==> src/rtl/multicycle_ctrl_if.sv <==
// Control bundle between the multicycle controller and its datapath/memories.
// master = controller side, slave = datapath/memory side.
interface multicycle_ctrl_if #(
    parameter int unsigned DATA_WIDTH = 32,
    parameter int unsigned ALU_WIDTH  = 3,
    parameter int unsigned IMM_WIDTH  = 3
);
    logic                  imem_req;
    logic                  imem_ack;
    logic [DATA_WIDTH-1:0] instr;
    logic [DATA_WIDTH-1:0] ir;
    logic                  dmem_req;
    logic                  dmem_ack;
    logic                  alu_zero;
    logic [ALU_WIDTH-1:0]  alu_ctrl;
    logic                  alu_src;
    logic [IMM_WIDTH-1:0]  imm_src;
    logic                  reg_we;
    logic                  result_src;
    logic                  pc_we;
    logic                  pc_src;
    logic                  illegal;
    logic [DATA_WIDTH-1:0] instret;
    logic [2:0]            state;

    modport master (
        input  imem_ack, instr, dmem_ack, alu_zero,
        output imem_req, ir, dmem_req, alu_ctrl, alu_src, imm_src,
               reg_we, result_src, pc_we, pc_src, illegal, instret, state
    );

    modport slave (
        output imem_ack, instr, dmem_ack, alu_zero,
        input  imem_req, ir, dmem_req, alu_ctrl, alu_src, imm_src,
               reg_we, result_src, pc_we, pc_src, illegal, instret, state
    );
endinterface

==> src/rtl/multicycle_ctrl.sv <==
// Multicycle controller for an addi/bne/lw subset: fetch, decode, execute,
// memory and writeback sequencing with a sticky illegal-instruction trap.
module multicycle_ctrl #(
    parameter int unsigned DATA_WIDTH   = 32,
    parameter int unsigned OPCODE_WIDTH = 7,
    parameter int unsigned ALU_WIDTH    = 3,
    parameter int unsigned IMM_WIDTH    = 3
) (
    input  logic              clk,
    input  logic              rst_n,
    multicycle_ctrl_if.master bus
);
    typedef enum logic [2:0] {
        FETCH  = 3'd0,
        DECODE = 3'd1,
        EXEC   = 3'd2,
        MEM    = 3'd3,
        WB     = 3'd4,
        TRAP   = 3'd5
    } state_e;

    localparam logic [OPCODE_WIDTH-1:0] OP_IMM    = OPCODE_WIDTH'(7'b0010011);
    localparam logic [OPCODE_WIDTH-1:0] OP_BRANCH = OPCODE_WIDTH'(7'b1100011);
    localparam logic [OPCODE_WIDTH-1:0] OP_LOAD   = OPCODE_WIDTH'(7'b0000011);
    localparam logic [2:0]              F3_ADDI   = 3'b000;
    localparam logic [2:0]              F3_BNE    = 3'b001;
    localparam logic [2:0]              F3_LW     = 3'b010;
    localparam logic [ALU_WIDTH-1:0]    SUM_OP    = ALU_WIDTH'(3'b000);
    localparam logic [ALU_WIDTH-1:0]    SUB_OP    = ALU_WIDTH'(3'b001);
    localparam logic [IMM_WIDTH-1:0]    IMM_I     = IMM_WIDTH'(3'd0);
    localparam logic [IMM_WIDTH-1:0]    IMM_B     = IMM_WIDTH'(3'd3);

    state_e                state_q, state_d;
    logic [DATA_WIDTH-1:0] ir_q, ir_d;
    logic [DATA_WIDTH-1:0] instret_q, instret_d;
    logic                  illegal_q, illegal_d;

    logic [OPCODE_WIDTH-1:0] opcode;
    logic [2:0]              funct3;
    logic [4:0]              rd;
    logic                    is_addi, is_bne, is_lw;

    logic                  imem_req_c, dmem_req_c;
    logic [ALU_WIDTH-1:0]  alu_ctrl_c;
    logic                  alu_src_c;
    logic [IMM_WIDTH-1:0]  imm_src_c;
    logic                  reg_we_c, result_src_c, pc_we_c, pc_src_c;

    // Decode always looks at the latched IR, which is stable after FETCH.
    assign opcode  = ir_q[OPCODE_WIDTH-1:0];
    assign funct3  = ir_q[14:12];
    assign rd      = ir_q[11:7];
    assign is_addi = (opcode == OP_IMM)    && (funct3 == F3_ADDI);
    assign is_bne  = (opcode == OP_BRANCH) && (funct3 == F3_BNE);
    assign is_lw   = (opcode == OP_LOAD)   && (funct3 == F3_LW);

    // Next-state, register updates and control strobes.
    always_comb begin
        state_d      = state_q;
        ir_d         = ir_q;
        instret_d    = instret_q;
        illegal_d    = illegal_q;
        imem_req_c   = 1'b0;
        dmem_req_c   = 1'b0;
        alu_ctrl_c   = SUM_OP;
        alu_src_c    = 1'b0;
        imm_src_c    = IMM_I;
        reg_we_c     = 1'b0;
        result_src_c = 1'b0;
        pc_we_c      = 1'b0;
        pc_src_c     = 1'b0;

        case (state_q)
            FETCH: begin
                imem_req_c = 1'b1;
                if (bus.imem_ack) begin
                    ir_d    = bus.instr;
                    state_d = DECODE;
                end
            end
            DECODE: begin
                if (is_addi || is_bne || is_lw) begin
                    state_d = EXEC;
                end else begin
                    illegal_d = 1'b1;
                    state_d   = TRAP;
                end
            end
            EXEC: begin
                if (is_bne) begin
                    alu_ctrl_c = SUB_OP;
                    imm_src_c  = IMM_B;
                    pc_we_c    = 1'b1;
                    pc_src_c   = ~bus.alu_zero;
                    instret_d  = instret_q + DATA_WIDTH'(1);
                    state_d    = FETCH;
                end else begin
                    alu_src_c = 1'b1;
                    state_d   = is_lw ? MEM : WB;
                end
            end
            MEM: begin
                dmem_req_c = 1'b1;
                alu_src_c  = 1'b1;
                if (bus.dmem_ack) begin
                    state_d = WB;
                end
            end
            WB: begin
                alu_src_c    = 1'b1;
                reg_we_c     = (rd != 5'd0);
                result_src_c = is_lw;
                pc_we_c      = 1'b1;
                instret_d    = instret_q + DATA_WIDTH'(1);
                state_d      = FETCH;
            end
            TRAP: begin
                state_d = TRAP;
            end
            default: begin
                state_d = FETCH;
            end
        endcase
    end

    always_ff @(posedge clk) begin
        if (!rst_n) begin
            state_q   <= FETCH;
            ir_q      <= '0;
            instret_q <= '0;
            illegal_q <= 1'b0;
        end else begin
            state_q   <= state_d;
            ir_q      <= ir_d;
            instret_q <= instret_d;
            illegal_q <= illegal_d;
        end
    end

    assign bus.imem_req   = imem_req_c;
    assign bus.dmem_req   = dmem_req_c;
    assign bus.alu_ctrl   = alu_ctrl_c;
    assign bus.alu_src    = alu_src_c;
    assign bus.imm_src    = imm_src_c;
    assign bus.reg_we     = reg_we_c;
    assign bus.result_src = result_src_c;
    assign bus.pc_we      = pc_we_c;
    assign bus.pc_src     = pc_src_c;
    assign bus.ir         = ir_q;
    assign bus.instret    = instret_q;
    assign bus.illegal    = illegal_q;
    assign bus.state      = state_q;
endmodule

==> src/flat_wrapper.sv <==
// flat-port wrapper written by rule: the top's interface ports become plain ports
module multicycle_ctrl_flat 
#(
    parameter int unsigned DATA_WIDTH   = 32,
    parameter int unsigned OPCODE_WIDTH = 7,
    parameter int unsigned ALU_WIDTH    = 3,
    parameter int unsigned IMM_WIDTH    = 3
)
  (clk, rst_n, bus_imem_ack, bus_instr, bus_dmem_ack, bus_alu_zero, bus_imem_req, bus_ir, bus_dmem_req, bus_alu_ctrl, bus_alu_src, bus_imm_src, bus_reg_we, bus_result_src, bus_pc_we, bus_pc_src, bus_illegal, bus_instret, bus_state);
  multicycle_ctrl_if #(.DATA_WIDTH(DATA_WIDTH), .ALU_WIDTH(ALU_WIDTH), .IMM_WIDTH(IMM_WIDTH)) bus_i ();
  input  logic clk;
  input  logic rst_n;
  input wire logic [$bits(bus_i.imem_ack)-1:0] bus_imem_ack;
  input wire logic [$bits(bus_i.instr)-1:0] bus_instr;
  input wire logic [$bits(bus_i.dmem_ack)-1:0] bus_dmem_ack;
  input wire logic [$bits(bus_i.alu_zero)-1:0] bus_alu_zero;
  output wire logic [$bits(bus_i.imem_req)-1:0] bus_imem_req;
  output wire logic [$bits(bus_i.ir)-1:0] bus_ir;
  output wire logic [$bits(bus_i.dmem_req)-1:0] bus_dmem_req;
  output wire logic [$bits(bus_i.alu_ctrl)-1:0] bus_alu_ctrl;
  output wire logic [$bits(bus_i.alu_src)-1:0] bus_alu_src;
  output wire logic [$bits(bus_i.imm_src)-1:0] bus_imm_src;
  output wire logic [$bits(bus_i.reg_we)-1:0] bus_reg_we;
  output wire logic [$bits(bus_i.result_src)-1:0] bus_result_src;
  output wire logic [$bits(bus_i.pc_we)-1:0] bus_pc_we;
  output wire logic [$bits(bus_i.pc_src)-1:0] bus_pc_src;
  output wire logic [$bits(bus_i.illegal)-1:0] bus_illegal;
  output wire logic [$bits(bus_i.instret)-1:0] bus_instret;
  output wire logic [$bits(bus_i.state)-1:0] bus_state;
  assign bus_i.imem_ack = bus_imem_ack;
  assign bus_i.instr = bus_instr;
  assign bus_i.dmem_ack = bus_dmem_ack;
  assign bus_i.alu_zero = bus_alu_zero;
  assign bus_imem_req = bus_i.imem_req;
  assign bus_ir = bus_i.ir;
  assign bus_dmem_req = bus_i.dmem_req;
  assign bus_alu_ctrl = bus_i.alu_ctrl;
  assign bus_alu_src = bus_i.alu_src;
  assign bus_imm_src = bus_i.imm_src;
  assign bus_reg_we = bus_i.reg_we;
  assign bus_result_src = bus_i.result_src;
  assign bus_pc_we = bus_i.pc_we;
  assign bus_pc_src = bus_i.pc_src;
  assign bus_illegal = bus_i.illegal;
  assign bus_instret = bus_i.instret;
  assign bus_state = bus_i.state;
  multicycle_ctrl #(.DATA_WIDTH(DATA_WIDTH), .OPCODE_WIDTH(OPCODE_WIDTH), .ALU_WIDTH(ALU_WIDTH), .IMM_WIDTH(IMM_WIDTH)) u_core (.clk(clk), .rst_n(rst_n), .bus(bus_i));
endmodule
==> config.mk <==
export PLATFORM = sky130hd
export DESIGN_NAME = multicycle_ctrl_flat
export DESIGN_NICKNAME = d
export VERILOG_FILES = /design/src/rtl/multicycle_ctrl_if.sv /design/src/rtl/multicycle_ctrl.sv /design/src/flat_wrapper.sv
export SDC_FILE = /design/constraint.sdc
export NUM_CORES = 1
export LEC_CHECK = 0
export ABC_CLOCK_PERIOD_IN_PS = 2600
export CAP_MARGIN = 20
export CORE_ASPECT_RATIO = 1.1
export CORE_UTILIZATION = 40
export CTS_BUF_LIST = sky130_fd_sc_hd__clkbuf_16
export DETAILED_ROUTE_END_ITERATION = 12
export HOLD_SLACK_MARGIN = 0.12
export MAX_ROUTING_LAYER = met4
export PLACE_DENSITY_LB_ADDON = 0.25
export SETUP_SLACK_MARGIN = 0.1
export SLEW_MARGIN = 20
export SYNTH_ARGS = -nofsm -noshare
export SYNTH_HDL_FRONTEND = slang
export SYNTH_SLANG_ARGS = --single-unit
==> constraint.sdc <==
create_clock -name clk -period 2.6 [get_ports clk]
set_clock_uncertainty 0.15 [all_clocks]
set_input_delay 0.78 -clock clk [delete_from_list [all_inputs] [get_ports clk]]
set_output_delay 0.78 -clock clk [all_outputs]
set_load 0.05 [all_outputs]
[Word-level counts from Yosys, hierarchy flattened]
Index checks and enable logic that the tools add are counted.
Cells by class
  add/subtract/negate cells: 1
  equal/unequal tests: 13
  multiplexer cells: 22
  bitwise operators: 2
  reductions and logical operators: 14
Operator list (number)
  case mux 32 bit (2 select lines): 1
  adder 32 x 1 -> 32 bit, second input constant: 1
  two-way mux 32 bit: 1
  two-way mux 3 bit: 7
  case mux 3 bit (5 select lines): 1
  == test 3 x 2 -> 1 bit, second input constant: 3
  two-way mux 1 bit: 9
  AND reduction 2 bit: 4
  == test 7 x 2 -> 1 bit, second input constant: 1
  == test 7 x 5 -> 1 bit, second input constant: 1
  == test 7 bit, second input constant: 1
  == test 3 x 1 -> 1 bit, second input constant: 2
  == test 3 bit, second input constant: 2
  logical NOT 3 bit: 2
  nonzero test 5 bit: 1
  inequality test 2 bit, second input constant: 2
  case mux 1 bit (2 select lines): 2
  logical AND 1 bit: 3
  logical OR 1 bit: 2
  two-way mux 2 bit: 1
  inequality test 2 x 1 -> 1 bit, second input constant: 1
  inverter 1 bit: 2
  nonzero test 2 bit: 1
  OR reduction 2 bit: 1
Storage, ports and cells
  bits in registers: 68
  input port bits: 37
  output and inout bits: 81

[Logic depth before layout (Yosys ltp)]
  word-level depth: 6
  gate-level depth with buffers: 7

[Least setup slack after synthesis]
Ideal clock, no wire load.
  path kind: reg-to-output
  start: register u_core.ir_q[1], in the netlist u_core.bus.ir[1]
  end: output bus_imm_src[0]
  arrival: 2.796 ns
  data required time: 1.670 ns
  path slack: -1.126 ns
  stages on the path, launching flop included: 5
  cells stage by stage: dfxtp_1 > nor4b_4 > nand3_1 > nor3_1 > buf_4
On the way
  word-level cells in the longest chain between the ends: 4
RTL lines
  from (decl): line multicycle_ctrl.sv:34  | logic [DATA_WIDTH-1:0] ir_q, ir_d;
  from (signal assigned): line multicycle_ctrl.sv:134  | ir_q <= ir_d;
  == test 7 bit: line multicycle_ctrl.sv:54  | assign is_bne = (opcode == OP_BRANCH) && (funct3 == F3_BNE);
  logical AND 1 bit: line multicycle_ctrl.sv:54
  two-way mux 2 bit: line multicycle_ctrl.sv:90  | if (is_bne) begin
  two-way mux 3 bit: line multicycle_ctrl.sv:73  | case (state_q)
  to (decl): line flat_wrapper.sv:22  | output wire logic [$bits(bus_i.imm_src)-1:0] bus_imm_src;
No other way between the ends.

[Worst setup path in the final report]
  start: register u_core.ir_q[4], in the netlist u_core.bus.ir[4]
  end: output bus_alu_ctrl[0]
On the way
  word-level cells in the longest chain between the ends: 4
RTL lines
  == test 7 bit: line multicycle_ctrl.sv:54
  logical AND 1 bit: line multicycle_ctrl.sv:54
  two-way mux 1 bit: line multicycle_ctrl.sv:90
  two-way mux 3 bit: line multicycle_ctrl.sv:73
  to (decl): line flat_wrapper.sv:20  | output wire logic [$bits(bus_i.alu_ctrl)-1:0] bus_alu_ctrl;
No other way between the ends.

==> metrics.cfg <==
[clocking]
cts_root_buf=clkbuf_16
cts_tree=built
cts_max_level=3
numCtsBuffers=9
postCtsHoldBufs=0
insertion_delay_ns=0.32
clkTransAtPathRegs_ns=0.05
clock-sinks=68
clockBufferDepth=2

[global_routing]
grt_start_max_net_pins=56
antenna_found_initial=0
grt_pass1_wl_um=14210
grt_pass1_vias=2980
gr-total-overflow=0
track_usage_pct=20.40

[flow_run]
drv_cap=0

[synth]
ys_warn_count=0
synthFlopType=dfxtp_1
synthMuxAreaShare_pct=0.5882
synthSimpleGateAreaFrac_pct=30.62
synth_edf_count=0
syn_area_mm2=0.003403
ys_ff_latch=68
ys_seq_area_share_pct=40.00
ys_types=44
synthAdderAreaFrac_pct=0.3676
avgSynthCellArea_um2=8.794
syn_inst=387
synth_top_family_by_area=simple AND/OR/NAND/NOR gates
synth_async_sr_flop_share_pct=0
synth-xor-area-share_pct=7.721
synth_compound_area_share_pct=15.22

[setup_path]
worstSetupEndpoint=bus_alu_ctrl[0]
path_class=flip-flop to output port
cp_slowest_cell=nor4b_4
worstPathCellList=nor4b_4 > nand3_4 > nor3_4 > buf_4 > buf_12
startpoint=u_core.bus.ir[4]$_SDFFE_PN0P_
reg2reg_setup_slack_ns=0.23
crit_fanout=3
arrival_ns=1.71
r2r_cells=7
crit_path_start_kind=flip-flop
r2r_start=u_core.bus.ir[4]$_SDFFE_PN0P_
rr_endpoint=u_core.bus.instret[28]$_SDFFE_PN0P_
cp_slowest_stage_delay_ns=0.40
cp.required_ns=1.67
end_kind=output port

[cells_and_area]
design_area_mm2=0.005264
diodes=0
fin_nets=545
drive_gt1_share_pct=18.98
area_growth_pct=54.67
final_core_util_pct=65.12

[sta]
relSlewSlack_pct=63.85
slew_violations=0
fin_crit_ns=2.641
hold_viol_final=0
rsz0062_at_grt=yes
max_freq_mhz=378.7
whs_ns=0.3096
postLayoutSetupSlackWorst_ns=-0.04058
worst_pin_slew_ns=0.5406
tns_ns=-0.1425
finalSetupViolCount=4
period_share_pct=101.6

[route]
via_per_inst=4.955
drc_errors=0
vias=3067
wl_um=8618
drt_iter0_markers=76
wire_per_inst_um=13.92
antenna_left=0
first_pass_iters=4

[hold_path]
hold_path_class=flip-flop to flip-flop

[run_status]
status=complete, but fails checks
violations=setup timing

[floorplanning]
fp.dieH_um=98.74
rows=34
ios=118
initial_core_util_pct=42.11
fp.dieW_um=89.95
core_mm2=0.008083
dieArea_mm2=0.008881

[place]
finalWeightedCongestion=0.8180
place_ws_ns=-0.01914
hpwlAfterDp_um=5815
place_area_mm2=0.004813
port_buffers=114

[power]
power_density_mw_per_mm2=603.7
peakVddDrop_mv=0.3552
leakage_nw=2.300

-- worst min-delay path by stage --
stage | from | cells after the start | to | slack (ns)
4_1_cts | u_core.bus.ir[31]$_SDFFE_PN0P_ | 2 | u_core.bus.ir[31]$_SDFFE_PN0P_ | 0.32
3_5_place_dp | u_core.bus.ir[31]$_SDFFE_PN0P_ | 2 | u_core.bus.ir[31]$_SDFFE_PN0P_ | 0.31
6_report | u_core.bus.ir[31]$_SDFFE_PN0P_ | 2 | u_core.bus.ir[31]$_SDFFE_PN0P_ | 0.31
3_3_place_gp | u_core.bus.ir[16]$_SDFFE_PN0P_ | 2 | u_core.bus.ir[16]$_SDFFE_PN0P_ | 0.30
2_1_floorplan | u_core.bus.ir[1]$_SDFFE_PN0P_ | 2 | u_core.bus.ir[1]$_SDFFE_PN0P_ | 0.41
5_1_grt | u_core.bus.ir[15]$_SDFFE_PN0P_ | 2 | u_core.bus.ir[15]$_SDFFE_PN0P_ | 0.34
-- stage by stage --
stage | cells | power (mW)
3_5_place_dp | 591 | 2.030
2_1_floorplan | 389 | 1.723
3_3_place_gp | 591 | 2.023
6_report | 619 | 3.178
5_1_grt | 619 | 3.324
4_1_cts | 616 | 3.183
-- critical path, delay by kind of cell, from the launching register on --
family,cells,cell delay [ns]
and+or+nand+nor,3,0.75
DFF,1,0.35
buffers and inverters,2,0.29
-- registers in the layout, indices dropped and copies added, names as in the netlist --
signal / cells
u_core.bus.state: 3
u_core.bus.illegal: 1
u_core.bus.ir: 32
u_core.bus.instret: 32
-- placed cells by master, fill, tap and decap left out, types with 11 or more instances in the layout --
master / instances
clkdlybuf4s50_1: 76
dfxtp_1: 56
xor2_1: 27
nand3_1: 11
and2_1: 30
a21boi_0: 33
dlygate4sd2_1: 15
buf_12: 11
nand2_1: 84
buf_4: 21
dlymetal6s2s_1: 11
-- layer usage --
layer  part of all wire (%)  vias up  global-route usage, %
li1                       -     1552                      -
met1                     42     1420                  24.01
met2                     50       86                  33.79
met3                    6.6        9                  5.556
met4                    1.1        0                  6.824
met5                      0        -                      -
-- cells in the mapped netlist, drive strengths merged (3+ instances only) --
master   number  share of area (%)
a2111oi      10                4.4
a21boi       33                7.3
a21oi         3               0.44
and2         30                5.5
and4          6                1.5
buf          12                2.6
clkbuf       18                2.0
dfxtp        68                 40
inv           7               0.77
nand2        85                9.4
nand2b        3               0.55
nand3        13                1.9
nand4         7                2.2
nor2          6               0.66
nor2b         4               0.74
nor3         10                1.5
nor4         13                3.5
nor4b         3                1.4
o21ai         5               0.74
xnor2         3               0.77
xor2         27                6.9
-- area by class of cell --
| class | count | area [µm²] |
|---|---|---|
| multi-input combinational | 284 | 2002 |
| sequential | 68 | 1386 |
| timing repair buffer | 137 | 1439 |
| tap | 108 | 135.1 |
| clock inverter | 6 | 50.05 |
| fill | 668 | 2819 |
| inverter | 7 | 26.28 |
| clock buffer | 9 | 225.2 |
-- what timing repair did --
| item | in CTS | in global routing |
|---|---|---|
| pin swaps | 4 | 5 |
| gates cloned | 0 | 0 |
| resized for setup | 25 | 17 |
| buffers inserted | 10 | 4 |
| endpoints found under the setup margin | 18 | 19 |
-- cell families after synthesis --
logic type,Yosys count
multiplexers,2
AO/OA/AOI/OAI,60
other,1
buffers and inverters,37
adder cells (fa/ha/maj),1
AND/OR/NAND/NOR,188
flip-flops,68
XOR/XNOR,30
-- power by group --
part,internal (mW),switching [mW],total (mW)
registers,1.11,0.0678,1.18
logic,0.324,0.541,0.865
clock network,0.721,0.415,1.14
total,2.15,1.02,3.18
No activity file was read; power rests on OpenSTA's default activity.
